===== config.mk =====
export PLATFORM = sky130hd
export DESIGN_NAME = divideby_n_fsm
export DESIGN_NICKNAME = d
export VERILOG_FILES = /design/src/rtl/divideby_n_fsm.sv
export SDC_FILE = /design/constraint.sdc
export NUM_CORES = 1
export LEC_CHECK = 0
export BUFFER_PORTS_ARGS = -buffer_cell sky130_fd_sc_hd__buf_2
export CORE_ASPECT_RATIO = 0.7
export CORE_UTILIZATION = 30
export CTS_BUF_LIST = sky130_fd_sc_hd__clkbuf_8
export CTS_CLUSTER_SIZE = 10
export DETAILED_ROUTE_END_ITERATION = 7
export GPL_TIMING_DRIVEN = 0
export HOLD_SLACK_MARGIN = 0.08
export PLACE_DENSITY = 0.49
export SKIP_LAST_GASP = 1
export SYNTH_ARGS = -nofsm -noshare
export SYNTH_HDL_FRONTEND = slang
export SYNTH_SLANG_ARGS = --single-unit

===== constraint.sdc =====
create_clock -name clk -period 7.1 [get_ports clk]
set_input_delay 1.065 -clock clk [delete_from_list [all_inputs] [get_ports clk]]
set_output_delay 1.065 -clock clk [all_outputs]
set_load 0.02 [all_outputs]

===== src/rtl/divideby_n_fsm.sv =====
// Programmable divide-by-N sequence generator with pulse/square output,
// runtime-loadable divisor applied only at period boundaries, and count enable.
module divideby_n_fsm #(
  parameter int WIDTH       = 8,
  parameter int DEFAULT_DIV = 3
) (
  input  logic             clk,
  input  logic             reset,
  input  logic             en,
  input  logic             load,
  input  logic [WIDTH-1:0] div_in,
  input  logic             mode_in,
  output logic             y,
  output logic             tick,
  output logic             err,
  output logic             pending,
  output logic [WIDTH-1:0] div_o
);

  localparam logic [WIDTH-1:0] DEF_DIV = WIDTH'(DEFAULT_DIV);
  localparam logic [WIDTH-1:0] ONE     = WIDTH'(1);
  localparam logic [WIDTH:0]   ONE_X   = (WIDTH+1)'(1);

  logic [WIDTH-1:0] cnt, cnt_next;
  logic [WIDTH-1:0] div_q, div_next;
  logic [WIDTH-1:0] div_p, div_p_next;
  logic             mode_q, mode_next;
  logic             mode_p, mode_p_next;
  logic             pend_q, pend_next;
  logic             tick_q, tick_next;
  logic             err_q, err_next;

  logic             wrap;
  logic             load_ok;
  logic [WIDTH:0]   half;

  assign wrap    = en && (cnt == (div_q - ONE));
  assign load_ok = load && (div_in != '0);

  always_ff @(posedge clk) begin
    if (reset) begin
      cnt    <= '0;
      div_q  <= DEF_DIV;
      mode_q <= 1'b0;
      div_p  <= DEF_DIV;
      mode_p <= 1'b0;
      pend_q <= 1'b0;
      tick_q <= 1'b0;
      err_q  <= 1'b0;
    end else begin
      cnt    <= cnt_next;
      div_q  <= div_next;
      mode_q <= mode_next;
      div_p  <= div_p_next;
      mode_p <= mode_p_next;
      pend_q <= pend_next;
      tick_q <= tick_next;
      err_q  <= err_next;
    end
  end

  always_comb begin
    cnt_next    = cnt;
    div_next    = div_q;
    mode_next   = mode_q;
    div_p_next  = div_p;
    mode_p_next = mode_p;
    pend_next   = pend_q;
    tick_next   = wrap;
    err_next    = load && (div_in == '0);

    if (en) begin
      cnt_next = wrap ? '0 : cnt + ONE;
    end

    // A load landing on the wrap edge bypasses the pending slot entirely.
    if (load_ok) begin
      if (wrap) begin
        div_next  = div_in;
        mode_next = mode_in;
        pend_next = 1'b0;
      end else begin
        div_p_next  = div_in;
        mode_p_next = mode_in;
        pend_next   = 1'b1;
      end
    end else if (wrap && pend_q) begin
      div_next  = div_p;
      mode_next = mode_p;
      pend_next = 1'b0;
    end
  end

  // High-phase length computed one bit wider so the all-ones divisor cannot overflow.
  assign half    = ({1'b0, div_q} + ONE_X) >> 1;
  assign y       = mode_q ? ({1'b0, cnt} < half) : (cnt == '0);
  assign tick    = tick_q;
  assign err     = err_q;
  assign pending = pend_q;
  assign div_o   = div_q;

endmodule


==> out/qor.yml <==
power_density_nw_per_um2: 170
ys_async_sr_fraction_pct: 0
finish.utilization_pct: 36.8
antenna_found_initial: 0
grt_max_degree: 11
cts_resized: 0
placed_area_um2: 2070
clock_sink_count: 29
worstPathRequired_ps: 6030
multi_input_area_um2: 1170
firstDrtPassIters: 4
clkTransAtPathRegs_ps: 60
numCtsBuffers: 5
cts_buffer_depth: 2
peakVddDrop_mv: 0.108
critPathCaptureType: "output port"
place_congestion: 0.711
clk_latency_ps: 290
dieArea_um2: 6500
area_growth_syn_to_layout_pct: 16.0
ys.flop_type: "dfxtp_1"
start_kind: "register"
holdBufCountCts: 0
synth_xor_area_share_pct: 8.98
preCtsSetupSlack_ps: 3830
min_period_ps: 3520
rrSetupSlack_ps: 4540
die_h_um: 67.8
syn_area_um2: 1850
maxCapViolations: 0
slowest_stage: "dfxtp_1"
cts_max_level: 2
fill_cells: 610
ys_ff_latch: 29
first_global_vias: 1528
synthAdderAreaFrac_pct: 7.43
wire_per_inst_um: 13.8
max_stage_delay_ps: 530
synth_cell_type_count: 39
rsz0062_at_grt: "no"
fin_ws_ps: 3580
slew_headroom_pct: 64.1
cp_num_buf_inv: 1
initial_core_util_pct: 31.7
postSynthCellCount: 221
finalNonFillerCells: 328
wl_mm: 4.52
status: "finished clean"
ys_warn_count: 0
dp_hpwl_mm: 3.40
final_cell_area_um2: 2150
path_class: "reg -> out"
ant_nets: 0
max_freq_ghz: 0.284
ff2ff_path_depth: 8
via_per_inst: 4.80
drive_above_1_share_pct: 15.0
crit_fanout: 9
crit-reg2reg-capture: "div_o[5]"
nets: 276
hold_viol: 0
finClkSkew_ps: 8.75
r2r-start: "div_o[0]"
grt_pass1_wl_mm: 7.71
synth_edf_count: 0
cp_top_family: "compound AO/OA/AOI/OAI gates"
fin_tns_setup_ps: 0
clockRootBuffer: "clkbuf_8"
die_w_um: 95.9
rows: 23
cts_tree: "done"
num_antenna_cells: 0
tightest_slew_ps: 537
min_path_type: "reg -> reg"
fin_crit_sh_pct: 49.5
syn-mean-instance-area_um2: 8.38
p_total_mw: 0.366
syn-num-nets: 245
synth.area.mux_share_pct: 5.94
num_vias: 1574
port_buffers: 24
worstPathCellList: "ha_1 > xnor2_1 > ha_1 > a21boi_0 > o21a_1 > o21ai_0 > a21oi_1 > o221ai_1 > buf_2"
yosys.area_share.simple_pct: 24.6
core_area_um2: 5840
placedCellCount: 320
synth_seq_area_share_pct: 31.3
synth_top_family_by_area: "simple AND/OR/NAND/NOR gates"
post_cts_buffers: 0
crit_arrival_ps: 2450
grtUsageTotal_pct: 16.1
crit_top_cell: "ha_1"
leakage_nw: 0.863
ios: 25
regArea_um2: 581
min_to: "div_p[0]"
overflow: 0
drt-initial-drc-count: 83
maxSlewViolCount: 0
synth_compound_area_share_pct: 16.1
hold_start: "div_p[0]"
hold_depth: 2
finalSetupViolCount: 0
hold_slack_ps: 469
drcViolationCount: 0
-- power breakdown --
part	switching, mW	total [mW]	internal, mW
Clock	0.0701	0.137	0.0664
Combinational	0.0324	0.0549	0.0225
Sequential	0.00500	0.174	0.169
-- cell usage after synthesis (all sizes together), types with 3 or more instances --
| cell type | number | area [um2] |
|---|---|---|
| o21ai | 11 | 55.1 |
| nor3 | 3 | 20.0 |
| a21oi | 11 | 55.1 |
| a211o | 7 | 61.3 |
| nand2 | 17 | 63.8 |
| dfxtp | 29 | 581 |
| ha | 11 | 138 |
| nand3 | 8 | 40.0 |
| inv | 8 | 30.0 |
| clkbuf | 11 | 41.3 |
| buf | 3 | 33.8 |
| mux2i | 11 | 110 |
| or4 | 3 | 26.3 |
| xnor2 | 11 | 96.3 |
| xor2 | 8 | 70.1 |
| nand4 | 4 | 25.0 |
| nand2b | 20 | 125 |
| nor2 | 20 | 75.1 |
-- flip-flops by register name (all words and copies together) (netlist names) --
signal	flops
div_o	8
pending	1
div_p	8
cnt	8
mode_q	1
mode_p	1
err	1
tick	1
-- worst register-to-register path: stages (launching register included) --
cell	delay [ps]
dfxtp_1	410
or4_4	610
or3_1	380
a211oi_2	280
o311ai_2	180
buf_6	190
buf_6	140
o21ai_0	150
a21oi_1	100
-- cells by family (layout without fill, tap and decap cells) --
logic type | after synthesis | count (layout)
buf+inv | 22 | 54
flops | 29 | 29
simple gates | 86 | 86
compound gates | 43 | 43
xor+xnor | 19 | 19
mux | 11 | 11
fa+ha+maj | 11 | 11
-- metal layers --
metal | wire, um | global-route usage (%) | up-vias
li1 | - | - | 837
met1 | 2750 | 25.9 | 710
met2 | 1530 | 19.5 | 20
met3 | 176 | 3.72 | 7
met4 | 59 | 5.97 | 0
met5 | 0 | 0 | -
-- worst max path at each step --
stage               slack, ps  depth (start not counted)       end       from
floorplan                3960                          7         y   div_o[2]
global placement         3810                          7  div_o[5]  div_in[4]
detailed placement       3830                          7  div_o[0]  div_in[4]
CTS                      3610                          9         y   div_o[0]
global route             3340                          9         y   div_o[0]
finish                   3580                          9         y   div_o[0]
-- layout make-up --
class / instances / area share (%)
tap: 75 / 4.37
timing repair buffer: 24 / 5.59
clock inverter: 3 / 0.640
clock buffer: 5 / 3.20
buffer: 14 / 3.49
multi-input combinational: 170 / 54.3
sequential: 29 / 27.0
inverter: 8 / 1.40
-- cells in the final DEF (no fill, tap or decap), types with 3 or more instances in the layout --
cell,instances
dfxtp_1,29
buf_2,24
nor2_1,20
nand2b_1,20
nand2_1,17
clkbuf_1,11
xnor2_1,11
a21oi_1,11
mux2i_1,11
ha_1,11
o21ai_0,10
inv_1,9
nand3_1,8
xor2_1,8
a211o_1,7
clkbuf_8,5
nand4_1,4
buf_6,3
(Power assumes the default switching activity.)
